`src/rtl/multicycle_control_unit_if.sv`:
```
// Interface between the multicycle control unit and the MIPS datapath/memory.
// The master side is the control unit; the slave side is the datapath and memory.
interface multicycle_control_unit_if #(
    parameter int CNT_W = 32
) ();
    logic             en;
    logic [5:0]       opcode;
    logic             mem_ready;
    logic             pc_write;
    logic             pc_write_cond;
    logic             i_or_d;
    logic             mem_read;
    logic             mem_write;
    logic             ir_write;
    logic             mem_2_reg;
    logic             reg_dst;
    logic             reg_write;
    logic             alu_src_a;
    logic [1:0]       alu_src_b;
    logic [1:0]       alu_op;
    logic [1:0]       pc_source;
    logic [3:0]       state_o;
    logic             mem_err;
    logic [CNT_W-1:0] instr_retired;
    logic             trap;

    modport master (
        input  en, opcode, mem_ready,
        output pc_write, pc_write_cond, i_or_d, mem_read, mem_write, ir_write,
               mem_2_reg, reg_dst, reg_write, alu_src_a, alu_src_b, alu_op,
               pc_source, state_o, mem_err, instr_retired, trap
    );

    modport slave (
        output en, opcode, mem_ready,
        input  pc_write, pc_write_cond, i_or_d, mem_read, mem_write, ir_write,
               mem_2_reg, reg_dst, reg_write, alu_src_a, alu_src_b, alu_op,
               pc_source, state_o, mem_err, instr_retired, trap
    );
endinterface

```
`src/rtl/multicycle_control_unit.sv`:
```
// Moore control FSM for the multicycle MIPS datapath with memory timeout and retire counter.
// Define ILLEGAL_OP_TRAP_EN to send illegal opcodes to a sticky TRAP state instead of a NOP.
module multicycle_control_unit #(
    parameter int MEM_TIMEOUT = 15,
    parameter int CNT_W       = 32
) (
    input  logic                        clk,
    input  logic                        arst_n,
    multicycle_control_unit_if.master   bus
);

    localparam int WAIT_W = (MEM_TIMEOUT > 2) ? $clog2(MEM_TIMEOUT) : 1;
    localparam int LIMIT  = (MEM_TIMEOUT > 0) ? MEM_TIMEOUT - 1 : 0;

    typedef enum logic [3:0] {
        FETCH    = 4'd0,
        DECODE   = 4'd1,
        MEM_ADDR = 4'd2,
        MEM_RD   = 4'd3,
        MEM_WB   = 4'd4,
        MEM_WR   = 4'd5,
        EXEC     = 4'd6,
        R_WB     = 4'd7,
        BRANCH   = 4'd8,
        JUMP     = 4'd9,
        ADDI_EX  = 4'd10,
        ADDI_WB  = 4'd11,
        TRAP     = 4'd12
    } state_t;

    typedef struct packed {
        logic       i_or_d;
        logic       mem_read;
        logic       mem_write;
        logic       mem_2_reg;
        logic       reg_dst;
        logic       reg_write;
        logic       alu_src_a;
        logic [1:0] alu_src_b;
        logic [1:0] alu_op;
        logic [1:0] pc_source;
        logic       pc_write;
        logic       pc_write_cond;
        logic       fetch;
    } ctrl_t;

    function automatic ctrl_t decode(input state_t s);
        ctrl_t c;
        c = '0;
        case (s)
            FETCH:    begin c.mem_read = 1'b1; c.alu_src_b = 2'd1; c.fetch = 1'b1; end
            DECODE:   c.alu_src_b = 2'd3;
            MEM_ADDR: begin c.alu_src_a = 1'b1; c.alu_src_b = 2'd2; end
            MEM_RD:   begin c.mem_read = 1'b1; c.i_or_d = 1'b1; end
            MEM_WB:   begin c.mem_2_reg = 1'b1; c.reg_write = 1'b1; end
            MEM_WR:   begin c.mem_write = 1'b1; c.i_or_d = 1'b1; end
            EXEC:     begin c.alu_src_a = 1'b1; c.alu_op = 2'd2; end
            R_WB:     begin c.reg_dst = 1'b1; c.reg_write = 1'b1; end
            ADDI_EX:  begin c.alu_src_a = 1'b1; c.alu_src_b = 2'd2; end
            ADDI_WB:  c.reg_write = 1'b1;
            BRANCH:   begin
                c.alu_src_a     = 1'b1;
                c.alu_op        = 2'd1;
                c.pc_write_cond = 1'b1;
                c.pc_source     = 2'd1;
            end
            JUMP:     begin c.pc_write = 1'b1; c.pc_source = 2'd2; end
            default:  ;
        endcase
        return c;
    endfunction

    state_t             state;
    state_t             nxt;
    ctrl_t              ctrl_q;
    logic [WAIT_W-1:0]  wait_cnt;
    logic [CNT_W-1:0]   retired_q;
    logic               mem_err_q;
    logic               store_q;
    logic               waiting;
    logic               wait_hit;
    logic               timeout;
    logic               retire;
`ifdef ILLEGAL_OP_TRAP_EN
    logic               trap_q;
`endif

    assign waiting  = (state == FETCH) || (state == MEM_RD) || (state == MEM_WR);
    assign wait_hit = (MEM_TIMEOUT != 0) && (wait_cnt == WAIT_W'(LIMIT));

    // Next-state selection; timeout and retire are only raised while the datapath advances.
    always_comb begin
        nxt     = state;
        timeout = 1'b0;
        retire  = 1'b0;
        if (bus.en) begin
            case (state)
                FETCH: begin
                    if (bus.mem_ready) nxt = DECODE;
                    else if (wait_hit) begin nxt = FETCH; timeout = 1'b1; end
                end
                DECODE: begin
                    case (bus.opcode)
                        6'h00:        nxt = EXEC;
                        6'h08:        nxt = ADDI_EX;
                        6'h04:        nxt = BRANCH;
                        6'h02:        nxt = JUMP;
                        6'h23, 6'h2B: nxt = MEM_ADDR;
                        default: begin
`ifdef ILLEGAL_OP_TRAP_EN
                            nxt = TRAP;
`else
                            nxt    = FETCH;
                            retire = 1'b1;
`endif
                        end
                    endcase
                end
                MEM_ADDR: nxt = store_q ? MEM_WR : MEM_RD;
                MEM_RD: begin
                    if (bus.mem_ready) nxt = MEM_WB;
                    else if (wait_hit) begin nxt = FETCH; timeout = 1'b1; end
                end
                MEM_WR: begin
                    if (bus.mem_ready) begin nxt = FETCH; retire = 1'b1; end
                    else if (wait_hit) begin nxt = FETCH; timeout = 1'b1; end
                end
                EXEC:    nxt = R_WB;
                ADDI_EX: nxt = ADDI_WB;
                MEM_WB, R_WB, ADDI_WB, BRANCH, JUMP: begin
                    nxt    = FETCH;
                    retire = 1'b1;
                end
                TRAP:    nxt = TRAP;
                default: nxt = FETCH;
            endcase
        end
    end

    // State, registered decode of the upcoming state, wait/retire counters and abort pulse.
    always_ff @(posedge clk or negedge arst_n) begin
        if (!arst_n) begin
            state     <= FETCH;
            ctrl_q    <= decode(FETCH);
            wait_cnt  <= '0;
            retired_q <= '0;
            mem_err_q <= 1'b0;
            store_q   <= 1'b0;
`ifdef ILLEGAL_OP_TRAP_EN
            trap_q    <= 1'b0;
`endif
        end else begin
            mem_err_q <= timeout;
            if (bus.en) begin
                state  <= nxt;
                ctrl_q <= decode(nxt);
                if (state == DECODE) store_q <= (bus.opcode == 6'h2B);
                if ((nxt != state) || timeout) wait_cnt <= '0;
                else if (waiting && !bus.mem_ready) wait_cnt <= wait_cnt + WAIT_W'(1);
                if (retire) retired_q <= retired_q + CNT_W'(1);
`ifdef ILLEGAL_OP_TRAP_EN
                trap_q <= (nxt == TRAP);
`endif
            end
        end
    end

    // Write strobes are suppressed during a stall; mux selects keep showing the state decode.
    assign bus.pc_write      = bus.en & (ctrl_q.pc_write | (ctrl_q.fetch & bus.mem_ready));
    assign bus.pc_write_cond = bus.en & ctrl_q.pc_write_cond;
    assign bus.ir_write      = bus.en & ctrl_q.fetch & bus.mem_ready;
    assign bus.reg_write     = bus.en & ctrl_q.reg_write;
    assign bus.mem_write     = bus.en & ctrl_q.mem_write;
    assign bus.i_or_d        = ctrl_q.i_or_d;
    assign bus.mem_read      = ctrl_q.mem_read;
    assign bus.mem_2_reg     = ctrl_q.mem_2_reg;
    assign bus.reg_dst       = ctrl_q.reg_dst;
    assign bus.alu_src_a     = ctrl_q.alu_src_a;
    assign bus.alu_src_b     = ctrl_q.alu_src_b;
    assign bus.alu_op        = ctrl_q.alu_op;
    assign bus.pc_source     = ctrl_q.pc_source;
    assign bus.state_o       = state;
    assign bus.mem_err       = mem_err_q;
    assign bus.instr_retired = retired_q;
`ifdef ILLEGAL_OP_TRAP_EN
    assign bus.trap          = trap_q;
`else
    assign bus.trap          = 1'b0;
`endif

endmodule

```
`src/flat_wrapper.sv`:
```
// flat-port wrapper written by rule: the top's interface ports become plain ports
module multicycle_control_unit_flat 
#(
    parameter int MEM_TIMEOUT = 15,
    parameter int CNT_W       = 32
)
  (clk, arst_n, bus_en, bus_opcode, bus_mem_ready, bus_pc_write, bus_pc_write_cond, bus_i_or_d, bus_mem_read, bus_mem_write, bus_ir_write, bus_mem_2_reg, bus_reg_dst, bus_reg_write, bus_alu_src_a, bus_alu_src_b, bus_alu_op, bus_pc_source, bus_state_o, bus_mem_err, bus_instr_retired, bus_trap);
  multicycle_control_unit_if #(.CNT_W(CNT_W)) bus_i ();
  input  logic clk;
  input  logic arst_n;
  input wire logic [$bits(bus_i.en)-1:0] bus_en;
  input wire logic [$bits(bus_i.opcode)-1:0] bus_opcode;
  input wire logic [$bits(bus_i.mem_ready)-1:0] bus_mem_ready;
  output wire logic [$bits(bus_i.pc_write)-1:0] bus_pc_write;
  output wire logic [$bits(bus_i.pc_write_cond)-1:0] bus_pc_write_cond;
  output wire logic [$bits(bus_i.i_or_d)-1:0] bus_i_or_d;
  output wire logic [$bits(bus_i.mem_read)-1:0] bus_mem_read;
  output wire logic [$bits(bus_i.mem_write)-1:0] bus_mem_write;
  output wire logic [$bits(bus_i.ir_write)-1:0] bus_ir_write;
  output wire logic [$bits(bus_i.mem_2_reg)-1:0] bus_mem_2_reg;
  output wire logic [$bits(bus_i.reg_dst)-1:0] bus_reg_dst;
  output wire logic [$bits(bus_i.reg_write)-1:0] bus_reg_write;
  output wire logic [$bits(bus_i.alu_src_a)-1:0] bus_alu_src_a;
  output wire logic [$bits(bus_i.alu_src_b)-1:0] bus_alu_src_b;
  output wire logic [$bits(bus_i.alu_op)-1:0] bus_alu_op;
  output wire logic [$bits(bus_i.pc_source)-1:0] bus_pc_source;
  output wire logic [$bits(bus_i.state_o)-1:0] bus_state_o;
  output wire logic [$bits(bus_i.mem_err)-1:0] bus_mem_err;
  output wire logic [$bits(bus_i.instr_retired)-1:0] bus_instr_retired;
  output wire logic [$bits(bus_i.trap)-1:0] bus_trap;
  assign bus_i.en = bus_en;
  assign bus_i.opcode = bus_opcode;
  assign bus_i.mem_ready = bus_mem_ready;
  assign bus_pc_write = bus_i.pc_write;
  assign bus_pc_write_cond = bus_i.pc_write_cond;
  assign bus_i_or_d = bus_i.i_or_d;
  assign bus_mem_read = bus_i.mem_read;
  assign bus_mem_write = bus_i.mem_write;
  assign bus_ir_write = bus_i.ir_write;
  assign bus_mem_2_reg = bus_i.mem_2_reg;
  assign bus_reg_dst = bus_i.reg_dst;
  assign bus_reg_write = bus_i.reg_write;
  assign bus_alu_src_a = bus_i.alu_src_a;
  assign bus_alu_src_b = bus_i.alu_src_b;
  assign bus_alu_op = bus_i.alu_op;
  assign bus_pc_source = bus_i.pc_source;
  assign bus_state_o = bus_i.state_o;
  assign bus_mem_err = bus_i.mem_err;
  assign bus_instr_retired = bus_i.instr_retired;
  assign bus_trap = bus_i.trap;
  multicycle_control_unit #(.MEM_TIMEOUT(MEM_TIMEOUT), .CNT_W(CNT_W)) u_core (.clk(clk), .arst_n(arst_n), .bus(bus_i));
endmodule
```
`config.mk`:
```
export PLATFORM = sky130hd
export DESIGN_NAME = multicycle_control_unit_flat
export DESIGN_NICKNAME = d
export VERILOG_FILES = /design/src/rtl/multicycle_control_unit_if.sv /design/src/rtl/multicycle_control_unit.sv /design/src/flat_wrapper.sv
export SDC_FILE = /design/constraint.sdc
export NUM_CORES = 1
export LEC_CHECK = 0
export CAP_MARGIN = 30
export CORE_ASPECT_RATIO = 1.75
export CORE_UTILIZATION = 45
export CTS_CLUSTER_DIAMETER = 150
export DETAILED_ROUTE_END_ITERATION = 8
export PLACE_DENSITY = 0.75
export SYNTH_ARGS = -nofsm -noshare
export SYNTH_HDL_FRONTEND = slang
export SYNTH_SLANG_ARGS = --single-unit
```
`constraint.sdc`:
```
create_clock -name clk -period 2.18 [get_ports clk]
set_input_delay 0.218 -clock clk [delete_from_list [all_inputs] [get_ports clk]]
set_output_delay 0.218 -clock clk [all_outputs]
set_load 0.005 [all_outputs]
```
==> impl_metrics.json, run 1 <==
{
  "run_status": "completed",
  "internal-power_w": 0.00253,
  "clock-root-buffer": "sky130_fd_sc_hd__clkbuf_8",
  "power_switching_w": 0.00138,
  "crit_path_start_kind": "flip-flop",
  "place.port_buffers": 62,
  "routed_wl_per_cell_um": 16.9,
  "die_width_um": 63.4,
  "final_period_minus_worst_setup_slack_ns": 2.18,
  "worst_clock_skew_ns": 0.0129,
  "crit_slowest_cell": "sky130_fd_sc_hd__dfrtp_2",
  "dpl_worst_slack_ns": -0.155,
  "first_pass_drt_iterations": 4,
  "end_kind": "flip-flop",
  "tightest_slew_ns": 0.583,
  "power.density_cell_area_nw_per_um2": 882,
  "final_hold_viol_count": 0,
  "finalSetupTns_ns": 0,
  "place.detailed.instances": 474,
  "report.final.setup_viol": 0,
  "die_y_um": 109,
  "nets_finish": 420,
  "maxCapViolations": 0,
  "finalNonFillerCells": 488,
  "coreArea_um2": 6280,
  "synth.yosys.seq_area_share_pct": 46.5,
  "cp_data_arrival_time_ns": 2.38,
  "fraction_of_power_consumed_by_sequential_logic_pct": 33.4,
  "gr-total-overflow": 0,
  "synth-warning-count": 0,
  "synth_enable_flop_cells": 0,
  "power.share.combinational_pct": 49.2,
  "grt_pass1_vias": 2674,
  "grt_start_max_net_pins": 32,
  "start_util_pct": 47.2,
  "crit_start": "u_core.bus.state_o[3]",
  "layout.cell_area.non_filler_um2": 4430,
  "dr_total_vias": 2652,
  "ys_types": 56,
  "final.period_utilization_pct": 99.8,
  "cts-buffers-inserted": 5,
  "synthesis.area_um2": 2970,
  "placementRows": 38,
  "worst-endpoint-required_ns": 2.38,
  "crit_chain": "buf_6 -> nor2_1 -> a41o_1 -> nand2_1 -> a221oi_4 -> o21a_4 -> nor3_2",
  "dp.final_hpwl_mm": 5.83,
  "postPlaceCellArea_um2": 4000,
  "setup_repair_after_global_routing_missed_its_margin": "true",
  "setup.worst_path.class": "flip-flop to flip-flop",
  "deepest_level_of_the_cts_h_tree": 2,
  "worst-path-max-fanout": 7,
  "drcViolationCount": 0,
  "tritoncts": "done",
  "worst_path_largest_cell_delay_ns": 0.47,
  "synthToLayoutAreaGrowth_pct": 49.3,
  "grt_first_pass_wirelength_mm": 12.6,
  "synth_nets": 308,
  "boundaryPins": 64,
  "highest_count_cells_in_the_layout_ignoring_fill_and_taps": "sky130_fd_sc_hd__clkdlybuf4s50_1, sky130_fd_sc_hd__buf_4, sky130_fd_sc_hd__dfrtp_1",
  "holdCritPathClass": "input port to async pin",
  "diodes": 0,
  "final_routed_wirelength_across_all_metal_layers_mm": 8.24,
  "drt.antenna.violating_nets": 0,
  "leading_cell_type_in_the_layout_fill_and_taps_excluded": "sky130_fd_sc_hd__clkdlybuf4s50_1",
  "worstReg2RegEnd": "u_core.wait_cnt[2]",
  "nFillCells": 485,
  "worstSkewPairLatency_ns": 0.32,
  "drive_gt1_share_pct": 28.4,
  "synthArstFlopShare_pct": 100,
  "final_max_slew_viol_count": 0,
  "slew_margin_rel_pct": 61.2,
  "floorplan.die_area_um2": 6930,
  "postSynthAreaPerCell_um2": 10.1,
  "tightest_hold_margin_ns": 0.425,
  "crit-reg2reg-launch": "u_core.bus.state_o[3]",
  "setup.reg_to_reg.worst_slack_ns": 0.004,
  "gp_congestion": 0.886,
  "largest_register_ffs": 32,
  "clockBufferDepth": 2,
  "ys_ff_latch": 55,
  "vdd_ir_drop_max_mv": 0.556,
  "clkSinkCount": 55,
  "switching_share_pct": 35.3,
  "globalRouteTotalUtil_pct": 23.7,
  "clock_power_share_pct": 17.4,
  "detail_route.vias_per_cell": 5.43,
  "postLayoutSetupSlackWorst_ns": 0.00365,
  "maxClockFrequency_mhz": 459,
  "netlist_instances": 295,
  "ff2ff_path_depth": 7,
  "number_of_antenna_violations_at_the_first_check_in_global_routing": 0,
  "drt_iter0_markers": 103,
  "worst_setup_hold_path_clk_slew_ns": 0.10,
  "ys.flop_type": "sky130_fd_sc_hd__dfrtp_1",
  "power.static_leakage_nw": 1.91
}
[cells in the mapped netlist (all sizes together), types with 4 or more instances]
cell type | number | area [um^2]
nand4 | 11 | 68.8
a21oi | 10 | 53.8
xnor2 | 31 | 272
clkbuf | 4 | 15.0
xor2 | 6 | 52.6
buf | 16 | 106
nand2 | 25 | 93.8
o2bb2ai | 8 | 70.1
nand3 | 20 | 100
and3 | 11 | 68.8
inv | 12 | 45.0
nor2 | 10 | 37.5
dfrtp | 52 | 1300
o21ai | 6 | 30.0
nor3 | 9 | 45.0
and2 | 6 | 37.5
and4 | 5 | 43.8
o211ai | 5 | 37.5
[worst max-delay path by stage]
| stage | cells after the start | to | slack, ns |
|---|---|---|---|
| floorplan | 7 | u_core.ctrl_q[10] | 0.09 |
| global placement | 7 | u_core.ctrl_q[10] | -0.15 |
| detailed placement | 9 | u_core.bus.instr_retired[18] | -0.16 |
| CTS | 8 | u_core.bus.instr_retired[6] | -0.03 |
| global route | 8 | u_core.ctrl_q[10] | -0.10 |
| finish | 7 | u_core.wait_cnt[2] | 0.004 |
[per-stage QoR]
stage / utilization (%) / total power (W)
2_1_floorplan: - / 0.00201
3_3_place_gp: 63.7 / 0.00278
3_5_place_dp: 63.7 / 0.00282
4_1_cts: 66.5 / 0.00359
5_1_grt: 70.6 / 0.00410
6_report: 70.6 / 0.00390
[power groups by stage]
| stage | combinational [W] | clock (W) | sequential (W) |
|---|---|---|---|
| CTS | 0.00161 | 0.000688 | 0.00129 |
| global route | 0.00205 | 0.000726 | 0.00132 |
| floorplan | 0.000699 | 0 | 0.00131 |
| global placement | 0.00148 | 0 | 0.00130 |
| detailed placement | 0.00151 | 0 | 0.00131 |
| finish | 0.00192 | 0.000681 | 0.00130 |
[critical path: cells and delay by family, from the launching register on]
kind | cells | cell delay, ns
AO/OA/AOI/OAI | 3 | 0.93
buffers and inverters | 1 | 0.15
flip-flops | 1 | 0.47
AND/OR/NAND/NOR | 3 | 0.51
[repair_timing]
| action | in CTS | in global routing |
|---|---|---|
| resized for setup | 12 | 43 |
| setup buffers | 3 | 5 |
| hold endpoints to repair | 21 | 0 |
| endpoints found under the setup margin | 30 | 40 |
| pin swaps | 7 | 22 |
| hold buffers | 1 | 0 |
[routing by layer]
metal,part of all wire [%],vias to the layer above,track usage [%]
li1,-,1269,-
met1,38,1291,24.7
met3,3.3,22,3.22
met2,55,70,46.1
met5,0,-,0
met4,3.7,0,10.1
[cell families (layout without fill, tap and decap cells)]
| family | count (synthesis) | in the layout | share of synthesized area, % |
|---|---|---|---|
| buffers and inverters | 32 | 145 | 5.61 |
| xor gates and xnor gates | 37 | 37 | 10.9 |
| other | 1 | 1 | 0.126 |
| DFF | 55 | 55 | 46.5 |
| and+or+nand+nor | 115 | 115 | 21.8 |
| muxes | 3 | 3 | 1.10 |
| adders and majority gates | 3 | 3 | 1.27 |
| AOI/OAI and AO/OA | 49 | 49 | 12.6 |
[layout make-up]
| class | count | area (um^2) | area share, % |
|---|---|---|---|
| clock inverter | 2 | 37.5 | 0.848 |
| sequential | 55 | 1390 | 31.3 |
| multi-input combinational | 208 | 1660 | 37.4 |
| inverter | 12 | 45.0 | 1.02 |
| tap | 80 | 100 | 2.26 |
| timing repair buffer | 125 | 1130 | 25.6 |
| clock buffer | 6 | 72.6 | 1.64 |
No activity file was read; power rests on OpenSTA's default activity.
==> run 2: changes to the inputs <==
CAP_MARGIN = unset   (was 30)
PLACE_DENSITY = 0.71   (was 0.75)
==> run 2 against run 1 <==
Compared with the run above: the run now ends with setup timing left; die area unchanged; power fell by 5.2%; highest routed layer unchanged; core utilization increased by 1.9 points; routed wire length up 8.3%; global-route usage is 0.94 points higher; clock power down 9.8%; clock-buffer cell count up 1; register-to-register slack got worse by 0.09 ns; flip-flop and latch count unchanged; critical path depth stayed put; fmax down 3.9%.
==> impl_metrics.json, run 2 (synthesis results as in run 1) <==
{
  "setup.worst_path.class": "flip-flop to flip-flop",
  "worst-endpoint-required_ns": 2.36,
  "crit_chain": "nor4b_4 -> buf_4 -> o211ai_1 -> a22o_1 -> a221oi_2 -> o21a_1 -> nor3_1",
  "maxCapViolations": 0,
  "worstSkewPairLatency_ns": 0.31,
  "internal-power_w": 0.00243,
  "met2RoutedLength_mm": 4.95,
  "worst_path_largest_cell_delay_ns": 0.49,
  "detail_route.vias_per_cell": 5.66,
  "start_util_pct": 47.2,
  "crit_path_start_kind": "flip-flop",
  "grt_first_pass_wirelength_mm": 13.1,
  "holdCritPathClass": "input port to async pin",
  "routed.top_layer": "met4",
  "gr-total-overflow": 0,
  "clock-root-buffer": "sky130_fd_sc_hd__clkbuf_8",
  "report.final.setup_viol": 19,
  "place.port_buffers": 62,
  "worstReg2RegEnd": "u_core.wait_cnt[3]",
  "grt_pass1_vias": 2844,
  "worst_clock_skew_ns": 0.00713,
  "met1_length_mm": 3.21,
  "postLayoutSetupSlackWorst_ns": -0.0858,
  "share_of_the_core_filled_with_cells_pct": 72.5,
  "cts-buffers-inserted": 5,
  "run_status": "complete, but fails checks",
  "cp_data_arrival_time_ns": 2.45,
  "routed_wl_per_cell_um": 18.0,
  "setup_repair_after_global_routing_missed_its_margin": "true",
  "highest_count_cells_in_the_layout_ignoring_fill_and_taps": "sky130_fd_sc_hd__buf_4, sky130_fd_sc_hd__clkdlybuf4s50_1, sky130_fd_sc_hd__dfrtp_1",
  "crit_slowest_cell": "sky130_fd_sc_hd__dfrtp_2",
  "floorplan.die_area_um2": 6930,
  "globalRouteTotalUtil_pct": 24.6,
  "clkSinkCount": 55,
  "power_switching_w": 0.00127,
  "synthToLayoutAreaGrowth_pct": 53.4,
  "crit-reg2reg-launch": "u_core.bus.state_o[1]",
  "switching_share_pct": 34.4,
  "die_y_um": 109,
  "worst-path-max-fanout": 6,
  "nets_finish": 428,
  "final.period_utilization_pct": 104,
  "grt_start_max_net_pins": 53,
  "deepest_level_of_the_cts_h_tree": 2,
  "vdd_ir_drop_max_mv": 0.601,
  "fraction_of_power_consumed_by_sequential_logic_pct": 35.2,
  "dr_total_vias": 2806,
  "nFillCells": 446,
  "ff2ff_path_depth": 7,
  "clockBufferDepth": 2,
  "power.static_leakage_nw": 2.06,
  "power.share.combinational_pct": 48.2,
  "diodes": 0,
  "clock_power_share_pct": 16.6,
  "setup.reg_to_reg.worst_slack_ns": -0.09,
  "multi_input_area_um2": 1690,
  "drive_gt1_share_pct": 33.2,
  "drt_iter0_markers": 102,
  "first_pass_drt_iterations": 4,
  "finalSetupTns_ns": -0.778,
  "met3RoutedLength_um": 398,
  "largest_register_ffs": 32,
  "drt.antenna.violating_nets": 0,
  "coreArea_um2": 6280,
  "tritoncts": "done",
  "final_period_minus_worst_setup_slack_ns": 2.27,
  "placementRows": 38,
  "leading_cell_type_in_the_layout_fill_and_taps_excluded": "sky130_fd_sc_hd__buf_4",
  "maxClockFrequency_mhz": 441,
  "end_kind": "flip-flop",
  "drcViolationCount": 0,
  "die_width_um": 63.4,
  "final_max_slew_viol_count": 0,
  "power.density_cell_area_nw_per_um2": 814,
  "final_routed_wirelength_across_all_metal_layers_mm": 8.92,
  "postPlaceCellArea_um2": 4040,
  "final_hold_viol_count": 0,
  "number_of_antenna_violations_at_the_first_check_in_global_routing": 0,
  "dp.final_hpwl_mm": 5.85,
  "failed_checks": "setup timing",
  "layout.cell_area.non_filler_um2": 4550,
  "sequential_cell_area_um2": 1380,
  "boundaryPins": 64,
  "worst_setup_hold_path_clk_slew_ns": 0.10,
  "gp_congestion": 0.927
}
-- run 2: cell count changes in the layout (fill, tap and decap cells not counted), sizes merged --
cell          change
clkbuf            +1
dlymetal6s2s      +1
buf               +8
bufinv            -1
dlygate4sd2       -1
-- run 2: worst max-delay path by stage --
stage / startpoint / end / depth (start not counted)
after floorplan: u_core.bus.state_o[1] / u_core.ctrl_q[10] / 7
after global placement: bus_opcode[3] / u_core.bus.instr_retired[31] / 7
after detailed placement: bus_opcode[1] / u_core.bus.instr_retired[21] / 8
after CTS: u_core.bus.state_o[2] / u_core.wait_cnt[2] / 9
after global routing: u_core.bus.state_o[2] / u_core.bus.mem_read / 9
final: u_core.bus.state_o[1] / u_core.wait_cnt[3] / 7
-- run 2: power groups by stage --
stage          logic [W]  registers, W  clock network, W
4_1_cts          0.00168       0.00130          0.000636
2_1_floorplan   0.000699       0.00131                 0
5_1_grt          0.00192       0.00132          0.000666
6_report         0.00179       0.00130          0.000614
3_3_place_gp     0.00149       0.00131                 0
3_5_place_dp     0.00151       0.00131                 0
-- run 2: layout make-up --
cell class	count	share of cell area (%)
repair buffers	133	26.9
inverters	12	0.990
clock inverters	1	0.165
well taps	80	2.20
multi-input cells	208	37.2
clock buffers	7	2.12
flip-flops and latches	55	30.4
-- run 2: stage by stage --
step / instances / hold WS [ns] / worst slack [ns] / power, W
2_1_floorplan: 295 / -0.0776 / 0.0881 / 0.00201
3_3_place_gp: 477 / 0.0330 / -0.193 / 0.00280
3_5_place_dp: 477 / 0.0354 / -0.216 / 0.00283
4_1_cts: 494 / 0.219 / -0.124 / 0.00362
5_1_grt: 496 / 0.228 / -0.185 / 0.00391
6_report: 496 / 0.231 / -0.0858 / 0.00370
-- run 2: worst max-delay path, delay by kind of cell, from the launching register on --
family,cells,cell delay [ns]
AOI/OAI and AO/OA,4,1.00
buffers and inverters,1,0.18
DFF,1,0.49
and+or+nand+nor,2,0.47
-- run 2: routing by layer --
| metal | vias to the layer above | global-route usage (%) |
|---|---|---|
| li1 | 1286 | - |
| met1 | 1379 | 25.5 |
| met2 | 108 | 44.7 |
| met3 | 33 | 4.46 |
| met4 | 0 | 16.2 |
| met5 | - | 0 |
-- run 2: timing repair --
item / 4_1_cts / 5_1_grt
hold buffers: 1 / 0
pin swaps: 26 / 19
hold endpoints to repair: 52 / 0
endpoints found under the setup margin: 30 / 48
buffers inserted: 9 / 2
gates resized for setup: 27 / 43
==> run 3: changes to the inputs <==
ABC_AREA = 1   (was unset)
PLACE_DENSITY = 0.69   (was 0.71)
==> run 3 against run 2 <==
Compared with the run above: the run now ends clean; design area fell by 2.5%; critical path type unchanged; flip-flop and latch count unchanged; sequential power increased by 7%; clock power is 50% higher; hold slack better by 0.24 ns; critical endpoint is now u_core.ctrl_q[0].
==> impl_metrics.json, run 3 <==
{
  "synthTopCellsByCount": "sky130_fd_sc_hd__nand2_1, sky130_fd_sc_hd__inv_1, sky130_fd_sc_hd__nor2_1, sky130_fd_sc_hd__dfrtp_1, sky130_fd_sc_hd__nand3_1",
  "ys_types": 36,
  "floorplan.die_area_um2": 8260,
  "dp.final_hpwl_mm": 7.62,
  "maxCapViolations": 0,
  "place.detailed.instances": 624,
  "cts_resized": 0,
  "worst-path-max-fanout": 7,
  "detail_route.vias_per_cell": 5.36,
  "netlist_instances": 481,
  "setup_repair_after_global_routing_missed_its_margin": "false",
  "synthToLayoutAreaGrowth_pct": 24.9,
  "place.port_buffers": 62,
  "crit_chain": "inv_1 -> nor2_1 -> nand2_1 -> nand3_1 -> nor2_1 -> nand3_1 -> nand2_2 -> inv_1 -> nor2_4 -> nand3_1 -> o21ai_0",
  "layout.cell_area.non_filler_um2": 4440,
  "postPlaceCellArea_um2": 4260,
  "globalRoute.busiestLayer": "met2",
  "final_hold_viol_count": 0,
  "crit_slowest_cell": "sky130_fd_sc_hd__dfrtp_1",
  "crit_path_start_kind": "flip-flop",
  "gr-total-overflow": 0,
  "synth_enable_flop_cells": 0,
  "critPathTopFamily": "simple AND/OR/NAND/NOR gates",
  "drive_gt1_share_pct": 9.91,
  "highest_count_cells_in_the_layout_ignoring_fill_and_taps": "sky130_fd_sc_hd__nand2_1, sky130_fd_sc_hd__clkdlybuf4s50_1, sky130_fd_sc_hd__inv_1, sky130_fd_sc_hd__nor2_1, sky130_fd_sc_hd__dfrtp_1",
  "synthArstFlopShare_pct": 100,
  "placementRows": 42,
  "finalSetupTns_ns": 0,
  "drt_iter0_markers": 162,
  "globalRouteTotalUtil_pct": 24.1,
  "synth-warning-count": 0,
  "cts_setup_buffers": 0,
  "clock-root-buffer": "sky130_fd_sc_hd__clkbuf_16",
  "number_of_antenna_violations_at_the_first_check_in_global_routing": 0,
  "cp_data_arrival_time_ns": 2.20,
  "finalNonFillerCells": 633,
  "report.final.setup_viol": 0,
  "drcViolationCount": 0,
  "vdd_ir_drop_max_mv": 0.698,
  "setup.worst_path.class": "flip-flop to flip-flop",
  "worst_clock_skew_ns": 0.0102,
  "synthesis.area_um2": 3550,
  "holdCritPathClass": "input port to async pin",
  "run_status": "completed",
  "worst_path_largest_cell_delay_ns": 0.48,
  "worst-endpoint-required_ns": 2.41,
  "coreArea_um2": 7620,
  "final_max_slew_viol_count": 0,
  "leading_cell_type_in_the_layout_fill_and_taps_excluded": "sky130_fd_sc_hd__nand2_1",
  "power.density_cell_area_nw_per_um2": 791,
  "tightest_slew_ns": 0.656,
  "maxClockFrequency_mhz": 507,
  "netlist_top_cells_area": "sky130_fd_sc_hd__dfrtp_1, sky130_fd_sc_hd__nand2_1, sky130_fd_sc_hd__xor2_1, sky130_fd_sc_hd__inv_1, sky130_fd_sc_hd__nor2_1",
  "grt_first_pass_wirelength_mm": 15.5,
  "ys.flop_type": "sky130_fd_sc_hd__dfrtp_1",
  "die_width_um": 69.2,
  "final_routed_wirelength_across_all_metal_layers_mm": 9.56,
  "postSynthAreaPerCell_um2": 7.38,
  "netlist.area_leader.share_pct": 36.6,
  "ys_ff_latch": 55,
  "globalRouteMet1Util_pct": 23.3,
  "tritoncts": "done",
  "cpMostUsedCell": "sky130_fd_sc_hd__nand3_1",
  "end_kind": "flip-flop",
  "cts-buffers-inserted": 5,
  "synth_nets": 494,
  "gr-usage-met3_pct": 3.61,
  "gp_congestion": 0.918,
  "first_pass_drt_iterations": 7,
  "nets_finish": 557,
  "synth_area_leader_cell": "sky130_fd_sc_hd__dfrtp_1",
  "most_frequently_used_cell_type_in_the_post_synthesis_netlist": "sky130_fd_sc_hd__nand2_1",
  "diodes": 0,
  "cp.buffers_inverters": 2,
  "worst_setup_hold_path_clk_slew_ns": 0.07,
  "grt_pass1_vias": 3319,
  "drt.antenna.violating_nets": 0,
  "clkSinkCount": 55,
  "boundaryPins": 64,
  "postCtsHoldBufs": 1,
  "met2_usage_pct": 45.8,
  "die_y_um": 120,
  "routed_wl_per_cell_um": 15.1,
  "worstSkewPairLatency_ns": 0.30,
  "dr_total_vias": 3393,
  "final_period_minus_worst_setup_slack_ns": 1.97,
  "grt_start_max_net_pins": 31,
  "final.period_utilization_pct": 90.4,
  "slew_margin_rel_pct": 56.3,
  "deepest_level_of_the_cts_h_tree": 2,
  "clockBufferDepth": 2,
  "synth.yosys.seq_area_share_pct": 38.9,
  "start_util_pct": 46.6,
  "largest_register_ffs": 32,
  "power.static_leakage_nw": 2.04
}
[run 3: changes by cell type after synthesis, sizes merged, moves of 8 or more]
cell	before	now
a21oi	10	2
and3	11	0
inv	12	56
nand2	25	139
nand3	20	31
nor2	10	66
o21ai	6	27
o2bb2ai	8	0
xnor2	31	4
xor2	6	27
[run 3: final timing paths]
check | from | endpoint | slack, ns | depth (start not counted)
max in group asynchronous | arst_n | u_core.bus.instr_retired[3] | 1.12 | 3
max | u_core.bus.state_o[1] | u_core.ctrl_q[0] | 0.21 | 11
max reg2reg | u_core.bus.state_o[1] | u_core.ctrl_q[0] | 0.21 | 11
min | arst_n | u_core.bus.mem_err | 0.47 | 2
min reg2reg | u_core.bus.mem_2_reg | u_core.bus.mem_2_reg | 0.48 | 1
min in group clk | u_core.bus.mem_2_reg | u_core.bus.mem_2_reg | 0.48 | 1
[run 3: metal layers]
| layer | up-vias | wire length, um |
|---|---|---|
| li1 | 1648 | - |
| met1 | 1607 | 3360 |
| met2 | 103 | 5310 |
| met3 | 35 | 357 |
| met4 | 0 | 527 |
| met5 | - | 0 |
[run 3: cell type report]
cell class | count | area, um^2
Fill cell | 698 | 3180
Multi-Input combinational cell | 352 | 1830
Sequential cell | 55 | 1380
Timing Repair Buffer | 74 | 733
Inverter | 56 | 210
Clock buffer | 6 | 129
Tap cell | 88 | 110
Clock inverter | 2 | 38.8
[run 3: cell families after synthesis]
family	after synthesis	share of synthesized area, %
AND/OR/NAND/NOR	276	35.1
buffers and inverters	74	9.48
flip-flops	55	38.9
AO/OA/AOI/OAI	37	6.10
XOR/XNOR	31	7.65
multiplexers	4	1.69
adder cells (fa/ha/maj)	3	1.06
other	1	0.106
[run 3: worst register-to-register path, stage by stage, from the launching register on]
cell and delay (ns):
sky130_fd_sc_hd__dfrtp_1 0.48, sky130_fd_sc_hd__inv_1 0.18, sky130_fd_sc_hd__nor2_1 0.08, sky130_fd_sc_hd__nand2_1 0.13
sky130_fd_sc_hd__nand3_1 0.09, sky130_fd_sc_hd__nor2_1 0.23, sky130_fd_sc_hd__nand3_1 0.15, sky130_fd_sc_hd__nand2_2 0.14
sky130_fd_sc_hd__inv_1 0.10, sky130_fd_sc_hd__nor2_4 0.13, sky130_fd_sc_hd__nand3_1 0.12, sky130_fd_sc_hd__o21ai_0 0.09
[run 3: where the power goes]
| part | switching (W) | internal [W] |
|---|---|---|
| Combinational | 0.000631 | 0.000561 |
| Sequential | 0.000206 | 0.00119 |
| Clock | 0.000376 | 0.000547 |
[run 3: per-stage QoR]
step / utilization, % / total power, W / hold slack [ns] / worst slack [ns]
after global routing: 58.2 / 0.00371 / 0.494 / 0.0218
after floorplan: - / 0.00206 / -0.0776 / 0.501
final: 58.2 / 0.00351 / 0.474 / 0.210
after CTS: 58.2 / 0.00354 / 0.482 / 0.233
after global placement: 55.9 / 0.00259 / 0.280 / 0.138
after detailed placement: 55.9 / 0.00260 / 0.282 / 0.0824
